<file path="src/rtl/lane_input_conditioner.sv">
// Push-button front end: polarity normalise, 2-flop sync, debounce, left/right arbitration.
// Define LANE_INPUT_HOLD_REPEAT_EN to make a held key periodically drop and re-raise its move level.
module lane_input_conditioner #(
  parameter int unsigned DEBOUNCE_CYCLES = 1000000,
  parameter int unsigned CNT_W           = 20,
  parameter bit          KEY_ACTIVE_LOW  = 1'b1,
  parameter int unsigned REPEAT_DELAY    = 1000000,
  parameter int unsigned REPEAT_GAP      = 16384
) (
  input  logic Clock,
  input  logic Reset,
  input  logic key_left_raw,
  input  logic key_right_raw,
  output logic move_left,
  output logic move_right,
  output logic left_pulse,
  output logic right_pulse
);

  localparam logic [CNT_W-1:0] DB_LAST = CNT_W'(DEBOUNCE_CYCLES - 1);

  if (DEBOUNCE_CYCLES < 2 || (DEBOUNCE_CYCLES >> CNT_W) != 0 ||
      (REPEAT_DELAY >> CNT_W) != 0 || (REPEAT_GAP >> CNT_W) != 0) begin : g_bad_params
    $error("lane_input_conditioner: DEBOUNCE_CYCLES/REPEAT_* out of range for CNT_W");
  end

  typedef enum logic [1:0] {S_IDLE, S_LEFT, S_RIGHT, S_LOCK} state_t;

  // Bit 0 = left key, bit 1 = right key; 1 means pressed from here on.
  logic [1:0] key_norm;
  logic [1:0] deb;
  logic       dl, dr;
  logic       rep_gap;
  state_t     state;

  assign key_norm = KEY_ACTIVE_LOW ? ~{key_right_raw, key_left_raw}
                                   :  {key_right_raw, key_left_raw};

  for (genvar g = 0; g < 2; g++) begin : g_key
    logic             sync_1, sync_2, level;
    logic [CNT_W-1:0] db_cnt;

    always_ff @(posedge Clock) begin
      if (Reset) begin
        sync_1 <= 1'b0;
        sync_2 <= 1'b0;
        level  <= 1'b0;
        db_cnt <= '0;
      end else begin
        sync_1 <= key_norm[g];
        sync_2 <= sync_1;
        if (sync_2 == level) begin
          db_cnt <= '0;
        end else if (db_cnt >= DB_LAST) begin
          level  <= sync_2;
          db_cnt <= '0;
        end else begin
          db_cnt <= db_cnt + CNT_W'(1);
        end
      end
    end

    assign deb[g] = level;
  end

  assign dl = deb[0];
  assign dr = deb[1];

`ifdef LANE_INPUT_HOLD_REPEAT_EN
  localparam logic [CNT_W-1:0] REP_DELAY_LAST = CNT_W'(REPEAT_DELAY - 1);
  localparam logic [CNT_W-1:0] REP_GAP_LAST   = CNT_W'(REPEAT_GAP - 1);

  logic [CNT_W-1:0] rep_cnt;
  logic             rep_hold;

  // True only while the FSM will stay in its lane state, so entry, release and lockout all clear.
  assign rep_hold = (state == S_LEFT  && dl && !dr) ||
                    (state == S_RIGHT && dr && !dl);

  always_ff @(posedge Clock) begin
    if (Reset || !rep_hold) begin
      rep_cnt <= '0;
      rep_gap <= 1'b0;
    end else if (!rep_gap && rep_cnt >= REP_DELAY_LAST) begin
      rep_cnt <= '0;
      rep_gap <= 1'b1;
    end else if (rep_gap && rep_cnt >= REP_GAP_LAST) begin
      rep_cnt <= '0;
      rep_gap <= 1'b0;
    end else begin
      rep_cnt <= rep_cnt + CNT_W'(1);
    end
  end
`else
  always_comb rep_gap = 1'b0;
`endif

  always_ff @(posedge Clock) begin
    if (Reset) begin
      state       <= S_IDLE;
      move_left   <= 1'b0;
      move_right  <= 1'b0;
      left_pulse  <= 1'b0;
      right_pulse <= 1'b0;
    end else begin
      case (state)
        S_IDLE: begin
          if (dl && dr)  state <= S_LOCK;
          else if (dl)   state <= S_LEFT;
          else if (dr)   state <= S_RIGHT;
        end
        S_LEFT: begin
          if (!dl)       state <= S_IDLE;
          else if (dr)   state <= S_LOCK;
        end
        S_RIGHT: begin
          if (!dr)       state <= S_IDLE;
          else if (dl)   state <= S_LOCK;
        end
        S_LOCK: begin
          if (!dl && !dr) state <= S_IDLE;
        end
        default: state <= S_IDLE;
      endcase
      // Outputs trail the state register by one cycle; pulses mark the level's rising edge.
      move_left   <= (state == S_LEFT)  && !rep_gap;
      move_right  <= (state == S_RIGHT) && !rep_gap;
      left_pulse  <= (state == S_LEFT)  && !rep_gap && !move_left;
      right_pulse <= (state == S_RIGHT) && !rep_gap && !move_right;
    end
  end

endmodule

</file>
<file path="config.mk">
export PLATFORM = sky130hd
export DESIGN_NAME = lane_input_conditioner
export DESIGN_NICKNAME = d
export VERILOG_FILES = /design/src/rtl/lane_input_conditioner.sv
export SDC_FILE = /design/constraint.sdc
export NUM_CORES = 1
export LEC_CHECK = 0
export BUFFER_PORTS_ARGS = -buffer_cell sky130_fd_sc_hd__buf_2
export CAP_MARGIN = 25
export CORE_MARGIN = 4
export CORE_UTILIZATION = 40
export CTS_CLUSTER_SIZE = 16
export DETAILED_ROUTE_END_ITERATION = 16
export GPL_ROUTABILITY_DRIVEN = 0
export SYNTH_ARGS = -nofsm -noshare
export SYNTH_HDL_FRONTEND = slang
export SYNTH_SLANG_ARGS = --single-unit
</file>
<file path="constraint.sdc">
create_clock -name Clock -period 3.8 [get_ports Clock]
set_input_delay 0.76 -clock Clock [delete_from_list [all_inputs] [get_ports Clock]]
set_output_delay 0.76 -clock Clock [all_outputs]
set_load 0.005 [all_outputs]
</file>
==> run summary <==
Htree depth = 2
Placed Area = 2320 um2
RR Startpoint = g_key[0].db_cnt[0]$_SDFF_PP0_
Finished Core Util = 46.1%
Post-cts hold buffer count = 0
Post-Syn Area = 2230 um2
Cts bufs inserted = 5
Post-CTS Setup Inserts = 0
Worst path setup slack after routing = 1760 ps
Fraction of layout cells with a size suffix above 1 = 7.87%
Static Leak = 0.774 nW
Run status = completed
Placed instance count = 329
Setup crit start kind = flop
Fin crit share = 53.7%
Slowest CP cell = or4_1
GR Util met2 = 19.7%
WP data arrival = 2290 ps
Clk buf depth = 2
Worst Path Max Fanout = 7
Reg-to-reg slack, setup = 1760 ps
# setup viols final = 0
Critical path, cell by cell = ha_1 > nand2_4 > or4_1 > or3_1 > a21oi_1
CTS Root Cell = clkbuf_8
Fin. Hold Viols = 0
Diodes inserted = 0
Buf/Inv on CP = 0
Non-Filler Instances = 337
CTS resizes = 0
Avg Inst Size Synth = 8.64 um2
Worst Setup End Kind = flop
Max incr delay on CP = 670 ps
Number of DRC markers in iteration 0 = 91
Die area = 6830 um2
GRT Total Usage = 12.8%
Reg clk slew, reported paths = 90 ps
Standard-cell rows = 26
Maxcap violations = 0
GRT overflow = 0
Place WS = 1790 ps
Hold WC Path Type = reg -> reg
DP HPWL = 2.74 mm
Final wirelength = 3.89 mm
Max Clock Freq = 0.490 GHz
Slew HR = 54.4%
Yosys cell types = 34
WS Path Type = reg -> reg
Vias = 1753
First-pass GRT wire length = 6.84 mm
Worst-Skew Late Latency = 310 ps
Layout Nets = 272
Worst slew pin tran = 681 ps
CP startpoint = g_key[0].db_cnt[0]$_SDFF_PP0_
Ports = 8
Slew Viols, Final = 0
1st-pass router iterations = 4
Number of global-route vias before repair = 1525
Post-route design area = 2410 um2
Starting Density = 42.5%
Total power = 0.872 mW
Core box area = 5240 um2
Layer with the highest usage = met2
Clock skew = 8.62 ps
CP top delay family = simple AND/OR/NAND/NOR gates
Post-Syn Instances = 258
Min Clock Period, post-route = 2040 ps
Setup_tns = 0 ps
CTS tree = yes
Area grow syn2layout = 8.25%
Antenna-violating nets left = 0
Peak VDD IR = 0.270 mV
Hold path startpoint = move_left$_SDFF_PP0_
PD cells = 361 nW/um2
RSZ-0062 raised after global routing = false
Mapped Nets = 264
Remaining DRCs = 0
DR vias/cell = 5.20
Die W = 82.6 um
Input/output buffers = 7
Seq/Total Area, Yosys = 46.7%
Final hold slack = 423 ps
Post-DR wirelength/cell = 11.5 um
CTS sink count = 52
Largest net degree at the start of global routing = 21
GRT met3 Usage = 3.25%
Synth Warn # = 0
Initial antenna violation count = 0
Die Ht = 82.6 um
Yosys reg bits = 52
WP data required = 4050 ps
Met1 Use GR = 17.6%
-- worst reg2reg max path, delay by kind of cell, from the launching register on --
family / cells / cell delay, ps
AND/OR/NAND/NOR: 3 / 1160
flip-flops: 1 / 390
adder cells (fa/ha/maj): 1 / 300
AO/OA/AOI/OAI: 1 / 140
-- worst paths after layout --
check / to / cells past startpoint
worst min register to register: left_pulse$_SDFF_PP0_ / 1
worst max register to register: g_key[0].db_cnt[14]$_SDFF_PP0_ / 5
worst min-delay path: left_pulse$_SDFF_PP0_ / 1
worst max-delay path: g_key[0].db_cnt[14]$_SDFF_PP0_ / 5
-- routing by layer --
| layer | routed length, um | up-vias |
|---|---|---|
| met5 | 0 | - |
| met3 | 134 | 5 |
| met2 | 1690 | 25 |
| met1 | 2000 | 803 |
| met4 | 56 | 0 |
| li1 | - | 920 |
-- layout make-up --
type | count | area [um2]
clock buffers | 5 | 68.8
clock inverters | 3 | 18.8
fillers | 519 | 2830
inverters | 10 | 37.5
multi-input cells | 189 | 1120
flip-flops and latches | 52 | 1040
well taps | 70 | 87.6
repair buffers | 8 | 42.5
-- registers in the layout (all words and copies together), names as in the netlist --
name	cells
dr	1
left_pulse	1
right_pulse	1
g_key.sync_1	2
g_key.sync_2	2
dl	1
move_left	1
g_key.db_cnt	40
state	2
move_right	1
-- cells by family after synthesis --
group,Yosys count,share of synthesized area (%)
simple gates,121,28.0
mux,2,0.898
compound gates,40,10.7
fa+ha+maj,2,1.12
xor+xnor,24,9.43
buf+inv,17,3.20
flops,52,46.7
-- Yosys cell counts --
library cell	n	area share, %
or4_4	1	0.51
a211o_1	1	0.39
or3_1	13	3.6
a311oi_1	1	0.39
o31ai_1	2	0.67
buf_2	3	0.67
nor2_1	34	5.7
o2111a_1	1	0.51
nand4_1	5	1.4
o21ai_0	13	2.9
and4_1	1	0.39
and3_1	5	1.4
dfxtp_1	52	47
xor2_1	6	2.4
o211ai_1	2	0.67
buf_4	1	0.34
nor2b_1	2	0.56
inv_1	10	1.7
nand2_1	21	3.5
o2111ai_1	1	0.39
nand3_4	1	0.79
mux2i_1	2	0.90
ha_1	2	1.1
nand2_4	1	0.51
xnor2_1	18	7.1
clkbuf_1	3	0.51
o21ba_2	1	0.45
and3_2	1	0.34
a21oi_1	16	3.6
or4_1	6	2.0
nor3_1	7	1.6
nand3_1	16	3.6
nor4_1	7	2.0
a21o_1	2	0.67
-- where the power goes --
group	switching [mW]	leakage, nW	internal, mW
Combinational	0.00721	0.306	0.00355
Clock	0.184	0.0479	0.129
Sequential	0.00145	0.420	0.547
-- cell usage in the layout, fill, tap and decap left out, types with 2 or more instances in the layout --
cell      instances
nand3_1          16
inv_1            10
or4_1             6
mux2i_1           2
nor4_1            7
nand4_1           5
a21o_1            2
o21ai_0          13
nor2b_1           2
buf_2             7
clkinv_2          2
o31ai_1           2
xnor2_1          18
dfxtp_1          52
ha_1              2
nor3_1            7
o211ai_1          2
and3_1            5
a21oi_1          16
nor2_1           34
or3_1            13
clkbuf_8          5
xor2_1            6
nand2_1          21
(Power assumes the default switching activity.)
